File: src/rtl/gate_ctrl_if.sv
// Gate controller signal bundle: measurement control inputs, the counter-chain
// overflow input, and the counter-chain/status outputs.
// The master modport drives the i_* signals; the slave modport is the
// controller side.
interface gate_ctrl_if;
   logic        i_start;
   logic        i_abort;
   logic        i_cont;
   logic [15:0] i_gate_len;
   logic        i_ovf;
   logic        o_cnt_en;
   logic        o_cnt_clr_n;
   logic        o_latch;
   logic        o_busy;
   logic        o_done;
   logic        o_ovf_flag;

   modport master (
      output i_start, i_abort, i_cont, i_gate_len, i_ovf,
      input  o_cnt_en, o_cnt_clr_n, o_latch, o_busy, o_done, o_ovf_flag
   );

   modport slave (
      input  i_start, i_abort, i_cont, i_gate_len, i_ovf,
      output o_cnt_en, o_cnt_clr_n, o_latch, o_busy, o_done, o_ovf_flag
   );
endinterface

File: src/rtl/gate_ctrl.sv
// Gate controller for an external decade-counter chain.
// Each measurement clears the chain, enables it for GATE_LEN cycles, and then
// strobes LATCH/DONE. If continuous mode is on, the next measurement starts
// with the same captured length.
// Build option: GATE_CTRL_HOLDOFF_EN inserts an 8-cycle HOLD between LATCH and
// CLEAR in continuous mode. This keeps the displayed value stable.
//
// state | meaning
// ------+-------------------------------------------------------------
// IDLE  | waiting for START; BUSY low
// CLEAR | one cycle; counter chain cleared; overflow flag cleared
// GATE  | CNT_EN high; the gate counter decrements once per cycle
// LATCH | one cycle; LATCH/DONE strobe; CONT picks restart or IDLE
// HOLD  | (GATE_CTRL_HOLDOFF_EN only) 8-cycle pause before the next CLEAR
module gate_ctrl (
   input  logic          CLK,
   input  logic          RST,
   gate_ctrl_if.slave    bus
);

`ifdef GATE_CTRL_HOLDOFF_EN
   localparam logic [15:0] HOLD_LEN = 16'd8;
`endif

   typedef enum logic [2:0] {
      S_IDLE,
      S_CLEAR,
      S_GATE,
      S_LATCH
`ifdef GATE_CTRL_HOLDOFF_EN
      , S_HOLD
`endif
   } state_t;

   state_t      r_state;
   logic [15:0] r_len;
   logic [15:0] r_cnt;
   logic        r_cnt_en;
   logic        r_cnt_clr_n;
   logic        r_latch;
   logic        r_busy;
   logic        r_done;
   logic        r_ovf_flag;
   logic [15:0] w_len_eff;

   // A zero length still gives a one-cycle gate.
   assign w_len_eff = (bus.i_gate_len == 16'd0) ? 16'd1 : bus.i_gate_len;

   // Sequencer: state, gate counter and all registered outputs
   always_ff @(posedge CLK or negedge RST) begin
      if (!RST) begin
         r_state     <= S_IDLE;
         r_len       <= 16'd0;
         r_cnt       <= 16'd0;
         r_cnt_en    <= 1'b0;
         r_cnt_clr_n <= 1'b1;
         r_latch     <= 1'b0;
         r_busy      <= 1'b0;
         r_done      <= 1'b0;
         r_ovf_flag  <= 1'b0;
      end else begin
         r_cnt_en    <= 1'b0;
         r_cnt_clr_n <= 1'b1;
         r_latch     <= 1'b0;
         r_done      <= 1'b0;
         r_busy      <= 1'b1;
         if ((r_state != S_IDLE) && bus.i_abort) begin
            r_state <= S_IDLE;
            r_busy  <= 1'b0;
         end else begin
            case (r_state)
               S_IDLE: begin
                  r_busy <= 1'b0;
                  if (bus.i_start && !bus.i_abort) begin
                     r_state     <= S_CLEAR;
                     r_len       <= w_len_eff;
                     r_cnt       <= w_len_eff;
                     r_cnt_clr_n <= 1'b0;
                     r_ovf_flag  <= 1'b0;
                     r_busy      <= 1'b1;
                  end
               end
               S_CLEAR: begin
                  r_state  <= S_GATE;
                  r_cnt    <= r_len;
                  r_cnt_en <= 1'b1;
               end
               S_GATE: begin
                  if (bus.i_ovf) begin
                     r_ovf_flag <= 1'b1;
                  end
                  if (r_cnt <= 16'd1) begin
                     r_state <= S_LATCH;
                     r_cnt   <= 16'd0;
                     r_latch <= 1'b1;
                     r_done  <= 1'b1;
                  end else begin
                     r_cnt    <= r_cnt - 16'd1;
                     r_cnt_en <= 1'b1;
                  end
               end
               S_LATCH: begin
                  if (bus.i_cont) begin
`ifdef GATE_CTRL_HOLDOFF_EN
                     r_state <= S_HOLD;
                     r_cnt   <= HOLD_LEN;
`else
                     r_state     <= S_CLEAR;
                     r_cnt       <= r_len;
                     r_cnt_clr_n <= 1'b0;
                     r_ovf_flag  <= 1'b0;
`endif
                  end else begin
                     r_state <= S_IDLE;
                     r_busy  <= 1'b0;
                  end
               end
`ifdef GATE_CTRL_HOLDOFF_EN
               S_HOLD: begin
                  if (r_cnt <= 16'd1) begin
                     r_state     <= S_CLEAR;
                     r_cnt       <= r_len;
                     r_cnt_clr_n <= 1'b0;
                     r_ovf_flag  <= 1'b0;
                  end else begin
                     r_cnt <= r_cnt - 16'd1;
                  end
               end
`endif
               default: begin
                  r_state <= S_IDLE;
                  r_busy  <= 1'b0;
               end
            endcase
         end
      end
   end

   assign bus.o_cnt_en    = r_cnt_en;
   assign bus.o_cnt_clr_n = r_cnt_clr_n;
   assign bus.o_latch     = r_latch;
   assign bus.o_busy      = r_busy;
   assign bus.o_done      = r_done;
   assign bus.o_ovf_flag  = r_ovf_flag;

endmodule

File: src/flat_wrapper.sv
// flat-port wrapper written by rule: the top's interface ports become plain ports
module gate_ctrl_flat 
  (CLK, RST, bus_i_start, bus_i_abort, bus_i_cont, bus_i_gate_len, bus_i_ovf, bus_o_cnt_en, bus_o_cnt_clr_n, bus_o_latch, bus_o_busy, bus_o_done, bus_o_ovf_flag);
  gate_ctrl_if bus_i ();
  input  logic CLK;
  input  logic RST;
  input wire logic [$bits(bus_i.i_start)-1:0] bus_i_start;
  input wire logic [$bits(bus_i.i_abort)-1:0] bus_i_abort;
  input wire logic [$bits(bus_i.i_cont)-1:0] bus_i_cont;
  input wire logic [$bits(bus_i.i_gate_len)-1:0] bus_i_gate_len;
  input wire logic [$bits(bus_i.i_ovf)-1:0] bus_i_ovf;
  output wire logic [$bits(bus_i.o_cnt_en)-1:0] bus_o_cnt_en;
  output wire logic [$bits(bus_i.o_cnt_clr_n)-1:0] bus_o_cnt_clr_n;
  output wire logic [$bits(bus_i.o_latch)-1:0] bus_o_latch;
  output wire logic [$bits(bus_i.o_busy)-1:0] bus_o_busy;
  output wire logic [$bits(bus_i.o_done)-1:0] bus_o_done;
  output wire logic [$bits(bus_i.o_ovf_flag)-1:0] bus_o_ovf_flag;
  assign bus_i.i_start = bus_i_start;
  assign bus_i.i_abort = bus_i_abort;
  assign bus_i.i_cont = bus_i_cont;
  assign bus_i.i_gate_len = bus_i_gate_len;
  assign bus_i.i_ovf = bus_i_ovf;
  assign bus_o_cnt_en = bus_i.o_cnt_en;
  assign bus_o_cnt_clr_n = bus_i.o_cnt_clr_n;
  assign bus_o_latch = bus_i.o_latch;
  assign bus_o_busy = bus_i.o_busy;
  assign bus_o_done = bus_i.o_done;
  assign bus_o_ovf_flag = bus_i.o_ovf_flag;
  gate_ctrl u_core (.CLK(CLK), .RST(RST), .bus(bus_i));
endmodule
File: config.mk
export PLATFORM = sky130hd
export DESIGN_NAME = gate_ctrl_flat
export DESIGN_NICKNAME = d
export VERILOG_FILES = /design/src/rtl/gate_ctrl_if.sv /design/src/rtl/gate_ctrl.sv /design/src/flat_wrapper.sv
export SDC_FILE = /design/constraint.sdc
export NUM_CORES = 1
export LEC_CHECK = 0
export CORE_ASPECT_RATIO = 1.25
export CORE_MARGIN = 4
export CORE_UTILIZATION = 28
export CTS_CLUSTER_DIAMETER = 50
export DETAILED_ROUTE_END_ITERATION = 10
export PLACE_DENSITY_LB_ADDON = 0.08
export SYNTH_ARGS = -nofsm -noshare
export SYNTH_HDL_FRONTEND = slang
export SYNTH_SLANG_ARGS = --single-unit
File: constraint.sdc
create_clock -name CLK -period 2.4 [get_ports CLK]
set_clock_uncertainty 0.2 [all_clocks]
set_input_delay 0.48 -clock CLK [delete_from_list [all_inputs] [get_ports CLK]]
set_output_delay 0.48 -clock CLK [all_outputs]
set_load 0.1 [all_outputs]
==> results of run 1 <==
[placed cells by master (no fill, tap or decap), drive strengths merged, types with 5 or more instances in the layout]
cell and instances:
nor3 8, nor2 20, nor4 9, nand2 21, a21oi 12, dfrtp 38, o31ai 7, o21ai 20
ha 8, inv 6, buf 47, nand2b 5, clkdlybuf4s50 20, clkbuf 6, mux2 15
[worst max-delay path, stage by stage, from the launching register on]
cell,delay [ns]
dfrtp_1,0.42
nor4_4,0.32
or4b_4,0.53
o21ai_4,0.34
o31ai_1,0.14
a22o_1,0.24
[layout make-up]
class	count	share of cell area
clock buffer	6	0.0263
clock inverter	1	0.00160
inverter	7	0.00958
multi-input combinational	187	0.425
sequential	39	0.312
tap	97	0.0387
timing repair buffer	68	0.187
[repair_timing]
item / 4_1_cts / 5_1_grt
buffers inserted: 1 / 0
gates cloned: 0 / 0
resized for setup: 1 / 10
pin swaps: 0 / 1
hold buffers: 1 / 0
endpoints found under the hold margin: 16 / 0
setup endpoints to repair: 9 / 10
[power breakdown]
group | leakage (nW) | internal, mW | total, mW | switching (mW)
sequential | 0.473 | 0.974 | 1.24 | 0.269
clock | 0.0470 | 0.226 | 0.463 | 0.237
combinational | 0.771 | 1.02 | 2.28 | 1.26
total | 1.29 | 2.22 | 3.98 | 1.76
[registers in the layout, indices dropped and copies added, names as in the netlist]
register and flops:
u_core.r_cnt 16, u_core.bus.o_cnt_en 1, u_core.bus.o_latch 1, u_core.bus.o_cnt_clr_n 1
u_core.bus.o_ovf_flag 1, u_core.bus.o_busy 1, u_core.r_state 2, u_core.r_len 16
[cell usage after synthesis, types with 2 or more instances]
cell      count  area (um2)
a22oi_1       4        30.0
nor4_2        3        37.5
a21oi_1      12        60.1
mux2_2       15         169
o31ai_1       7        52.6
nand2_1      21        78.8
a22o_1        4        35.0
a211oi_1      3        22.5
ha_1          8         100
xor2_1        2        17.5
o221ai_1      3        26.3
nand3_1       4        20.0
nor3_1        8        40.0
o21ai_0      13        65.1
nor2b_1       4        25.0
o211ai_1      4        30.0
o21ai_1       6        30.0
o21a_1        2        15.0
dfrtp_1      38         951
mux2i_1       3        30.0
nand2b_1      5        31.3
clkbuf_1      8        30.0
or3_1         4        25.0
a31oi_1       2        12.5
nor4_1        5        31.3
o22ai_1       2        12.5
buf_2         3        15.0
or4_1         2        15.0
inv_1         6        22.5
a221o_1       4        40.0
and2_1        2        12.5
nor2_1       20        75.1
[metrics by stage]
stage | worst slack (ns) | cell area [um2] | utilization | TNS [ns] | hold WS (ns)
3_5_place_dp | -0.228 | 3000 | 0.364 | -2.04 | 0.280
3_3_place_gp | -0.197 | 3000 | 0.364 | -1.74 | 0.283
4_1_cts | 0.0407 | 3110 | 0.377 | 0 | 0.312
6_report | 0.103 | 3140 | 0.381 | 0 | 0.310
2_1_floorplan | 0.0122 | 2370 | - | 0 | -0.0156
5_1_grt | 0.0111 | 3140 | 0.381 | 0 | 0.327
[cell families after synthesis]
group                    after synthesis  synth area share
AND/OR/NAND/NOR                       85             0.197
AO/OA/AOI/OAI                         74             0.217
flip-flops                            39             0.414
buffers and inverters                 20            0.0382
multiplexers                          18            0.0843
adder cells (fa/ha/maj)                8            0.0424
XOR/XNOR                               2           0.00742
[worst paths after layout]
check,startpoint,end,depth (start not counted)
min,u_core.r_len[10]$_DFFE_PN0P_,u_core.r_len[10]$_DFFE_PN0P_,1
min reg2reg,u_core.r_len[10]$_DFFE_PN0P_,u_core.r_len[10]$_DFFE_PN0P_,1
max in group asynchronous,RST,u_core.r_cnt[0]$_DFFE_PN0P_,3
min in group asynchronous,RST,u_core.bus.o_busy$_DFF_PN0_,2
max reg2reg,u_core.r_cnt[6]$_DFFE_PN0P_,u_core.r_cnt[8]$_DFFE_PN0P_,5
max,u_core.r_cnt[6]$_DFFE_PN0P_,u_core.r_cnt[8]$_DFFE_PN0P_,5
[routing by layer]
layer	track usage	wire length, um	vias to the layer above
li1	-	-	1043
met1	0.191	3240	1047
met2	0.263	3690	54
met3	0.0252	275	20
met4	0.0633	283	0
met5	0	0	-
==> metrics list, run 1 <==
- Area of the die: 9970 um2
- The repair_antennas step left the layout with diodes totalling 0.
- TritonCTS built the clock tree.
- Area of the multi-input gates: 1330 um2
- After clock tree synthesis, the clock-pin slew on the worst setup and hold paths is 0.08 ns.
- The worst setup path is of the flop to flop kind.
- Routability-driven placement congestion ratio: 0.835
* Fin. max-slew vios: 0
- Slew at the pin with the worst max-slew slack: 0.566 ns
* Wire length reported by the detailed router: 7480 um
* Post-synthesis to final-layout area growth: 32.9%
* Mapped cell area: 2360 um2
- Post-detailed-route DRC marker count: 0
- Each instance of the synthesized netlist takes up on average 9.59 um2.
- The smallest clock period supported by the final layout is computed as 2.30 ns.
- The first global-routing pass estimated 12200 um of wire.
* Syn_nets: 276
* Half-perimeter wire length after placement: 5810 um
* Maximum number of pins on one net before global-route repair: 23
* Core Area: 8240 um2
- The number of global-route vias before repair is 2290.
* Std cell rows: 37
- The H-tree generated during clock tree synthesis spans 2 levels.
* Flop-to-flop setup slack: 0.10 ns
- Global route total overflow: 0
* Number of detailed-route iterations in the first pass: 4
- Vias per cell: 5.34
- Critical Path RT: 2.38 ns
- Post-synth EDFFs: 0
* DRC marker count from the first detailed-route iteration: 80
- After the flow finishes, the layout carries non-filler instances totaling 405.
- In the synthesized netlist the dominant register cell turns out to be dfrtp_1.
* Post-synthesis register bit count: 39
* Result of the run: finished clean
- FF+latch area: 977 um2
- Of the available clock period, the critical path in the final layout requires 0.957.
* Worst slew slack as a fraction of its limit: 0.621
- Initial cell density of the core: 0.286
- The initial antenna violation count is 0.
- In this run the deepest clock path goes through 2 buffers.
- Global router's overall resource usage: 0.154
- Critical path launch point type: flop
- Buffers inserted during clock tree synthesis total 5.
* Fin. Hold Viols: 0
- In this run the vertical extent of the chip is 111 um.
- Port buffering added 27 buffers.
- For the worst setup path, the data arrival time is 2.28 ns.
- After filler insertion, the fill cell instance count of the layout stands at 864.
* Antenna-violating nets left: 0
- Power density over the cells: 1270 nW/um2
* Number of placed instances with taps included: 396
- The clock net in this run drives a total of 39 sinks.
* Distinct cell type count after synthesis: 51
- The tool flagged a number of max-cap violations equal to 0.
- STA classifies the critical path endpoint as a flop.
- The analysis attributes to cell leakage a power of 1.29 nW.
* Final setup violating endpoints: 0
- IR Drop Worst-Case VDD: 0.406 mV
- Of the synthesized area, sequential elements account for 0.414.
* Worst-skew pair later-pin latency: 0.29 ns
* Layout cells sized above 1: 0.286
- Type of the worst min-delay path: flop to flop
- Clock Tree Root: clkbuf_8
* Overall die width: 90.1 um
- After synthesis, the share of flip-flops with an asynchronous set or reset is 1.00.
- Largest fanout on the critical path: 10
- Total I/O pin count: 28
- Power, Total: 3.98 mW
- After technology mapping, the gate count stands at 246.
* Layout Nets: 338
- Average wire per cell in the routed design: 18.5 um
* Yosys synthesis warning count: 0
- Across all layers, the routed design uses 2164 vias.
- For this run, the top clock speed supported by timing is 0.435 GHz.
* RSZ-0062 raised after global routing: no
(Power assumes the default switching activity.)
==> run 2: changes to the inputs <==
CORE_MARGIN = 2   (was 4)
clock period = 2.9 ns   (was 2.4 ns; I/O delays follow)
==> run 2 against run 1 <==
  * Setup slack better by 0.20 ns
  * Wire length fell by 6.2%
  * Critical path depth increased by 3
  * Non-clock buffer count decreased by 28
  * First-iteration DRC count rose by 24%
  * Critical endpoint is now u_core.r_cnt[5]$_DFFE_PN0P_
  * Die area is 7.9% lower
  * Fmax down 12%
  * Highest routed layer unchanged
  * Largest cell class unchanged
  * Cell count shrank 6.7%
  * Flip-flop and latch count is the same
==> metrics list, run 2 (same netlist as run 1, synthesis figures left out) <==
- Internal power comes to 1.63 mW.
- Deepest level of the CTS H-tree: 2
* Filler-free cell count of the finished design: 378
- Hold repair after CTS inserted 0 buffers.
- Clock tree synthesis found a total of 39 sinks.
- Vias per cell: 5.48
- Core Area: 8190 um2
* Antenna Cells: 0
- Filler cell count: 840
- Wire length reported by the detailed router: 7020 um
* Worst-skew pair later-pin latency: 0.30 ns
* Post-detailed-route DRC marker count: 0
- At the end of the flow, the number of nets in the layout was 310.
- Maximum capacitance violations: 0
* Maximum number of pins on one net before global-route repair: 40
- The share of total power dissipated in the clock network is 0.126.
- After legalization and detailed placement, the total HPWL measured 5040 um.
- The number of cells on the worst reg-to-reg path is 8.
* Critical Path RT: 2.88 ns
* Largest fanout on the critical path: 27
- Global route total overflow: 0
* Antenna-violating nets left: 0
- Area of the die: 9180 um2
* Post-CTS setup-driven buffer insertion count: 0
* Fin. Hold Viols: 0
* Post-synthesis to final-layout area growth: 21.2%
- The critical path in this run is classified as flop to flop.
- The worst-case IR drop observed on VDD is 0.293 mV.
- Most frequent cells in the layout: dfrtp_1 (38), nand2_1 (21), nor2_1 (20), clkdlybuf4s50_1 (20), buf_4 (18)
- Average wire per cell in the routed design: 18.6 um
- The tightest min-delay check is of the input port to async pin type.
- Number of buffers on the longest clock path: 2
* Placement-stage worst setup slack: 0.198 ns
- Clock Tree Root: clkbuf_8
* Fraction of power spent switching nets: 0.462
* Number of detailed-route iterations in the first pass: 4
- Floorplan die height: 107 um
* Result of the run: finished clean
* Initial cell density of the core: 0.288
- Global router's overall resource usage: 0.164
- In the final layout, the share of cells above drive strength 1 is 0.174.
* Combinational power share: 0.528
* Number of placed instances with taps included: 370
- After clock tree synthesis, the clock-pin slew on the worst setup and hold paths is 0.08 ns.
- Final period demand of the worst path: 2.60 ns
- The worst setup path is launched from a flop.
- Number of gates resized after CTS: 0
- Setup ws final: 0.301 ns
- The routed layout has 2072 vias.
- The floorplan step set the die width to 86.1 um.
* Post-detailed-placement cell area: 2780 um2
- Arrival time worst endpoint: 2.58 ns
- Std cell rows: 37
* RSZ-0062 raised after global routing: no
- In the finished design, the share of the clock period the worst path needs comes to 0.896.
* Antenna violations before repair: 0
- Worst slew slack as a fraction of its limit: 0.347
* CP Capture Type: flop
- TritonCTS built the clock tree.
- Leaving out fill and tap cells, the most frequent cell in the layout is dfrtp_1.
* Slew at the pin with the worst max-slew slack: 0.979 ns
- Total I/O pin count: 28
* FF+latch area: 977 um2
* DRC marker count from the first detailed-route iteration: 99
* Fmax: 0.385 GHz
- Count of buffers inserted at the top-level ports: 27
- The max-slew violation count is 0.
- Routability-driven placement congestion ratio: 0.760
* Net switching power of the design: 1.40 mW
- Setup violations remaining at the end of the flow were counted as 0.
- For this design the ratio of total power to cell area is 1060 nW/um2.
- Once layout is done, the placed cells without fillers occupy 2860 um2.
* TritonCTS Buffers: 5
* Vias in the first global route: 2090
- Leakage power figure: 1.15 nW
- The largest registers in the layout are u_core.r_cnt: 16 flops, u_core.r_len: 16 flops, u_core.r_state: 2 flops.
- The share of total power dissipated in sequential elements is 0.345.
- The first global-routing pass estimated 11500 um of wire.
* Area of the multi-input gates: 1290 um2
- Fin Setup TNS: 0 ns
## run 2: changes by cell type in the layout (fill, tap and decap cells not counted), moves of 2 or more
cell	delta
buf_4	-26
ha_1	+4
ha_2	-3
clkbuf_1	+2
inv_1	+2
inv_2	-2
## run 2: final timing paths
path	from	end	slack [ns]
min reg2reg	u_core.r_len[0]$_DFFE_PN0P_	u_core.r_len[0]$_DFFE_PN0P_	0.29
min in group CLK	u_core.r_len[0]$_DFFE_PN0P_	u_core.r_len[0]$_DFFE_PN0P_	0.29
max in group asynchronous	RST	u_core.r_cnt[1]$_DFFE_PN0P_	1.67
min	RST	u_core.bus.o_busy$_DFF_PN0_	0.23
max reg2reg	u_core.r_state[0]$_DFFE_PN0P_	u_core.r_cnt[5]$_DFFE_PN0P_	0.30
max	u_core.r_state[0]$_DFFE_PN0P_	u_core.r_cnt[5]$_DFFE_PN0P_	0.30
## run 2: power groups by stage
| stage | clock network (mW) | registers, mW | logic, mW |
|---|---|---|---|
| 2_1_floorplan | 0 | 1.17 | 0.976 |
| 3_3_place_gp | 0 | 1.06 | 1.62 |
| 3_5_place_dp | 0 | 1.06 | 1.61 |
| 4_1_cts | 0.397 | 1.05 | 1.62 |
| 5_1_grt | 0.414 | 1.09 | 1.77 |
| 6_report | 0.384 | 1.05 | 1.61 |
## run 2: area by class of cell
type | instances | area share
clock buffer | 7 | 0.0267
clock inverter | 1 | 0.00175
inverter | 7 | 0.00919
multi-input combinational | 187 | 0.452
sequential | 39 | 0.342
tap | 97 | 0.0425
timing repair buffer | 40 | 0.126
## run 2: stage by stage
stage	total power, mW	utilization	hold slack [ns]
2_1_floorplan	2.14	-	0.0844
3_3_place_gp	2.68	0.339	0.274
3_5_place_dp	2.67	0.339	0.283
4_1_cts	3.06	0.349	0.267
5_1_grt	3.27	0.349	0.302
6_report	3.04	0.349	0.233
## run 2: per-layer routing
metal,vias to the layer above,part of all wire,GRT usage,wire [um]
li1,987,-,-,-
met1,1022,0.46,0.225,3240
met2,50,0.48,0.259,3350
met3,13,0.033,0.0239,232
met4,0,0.029,0.0669,201
met5,-,0,0,0
## run 2: worst max-delay path: stages, from the launching register on
cell and delay (ns):
dfrtp_1 0.47, inv_1 0.13, ha_1 0.29, nor2b_1 0.18, or4_1 0.56, buf_12 0.19
or3_1 0.30, o21ai_0 0.08, a31oi_1 0.06
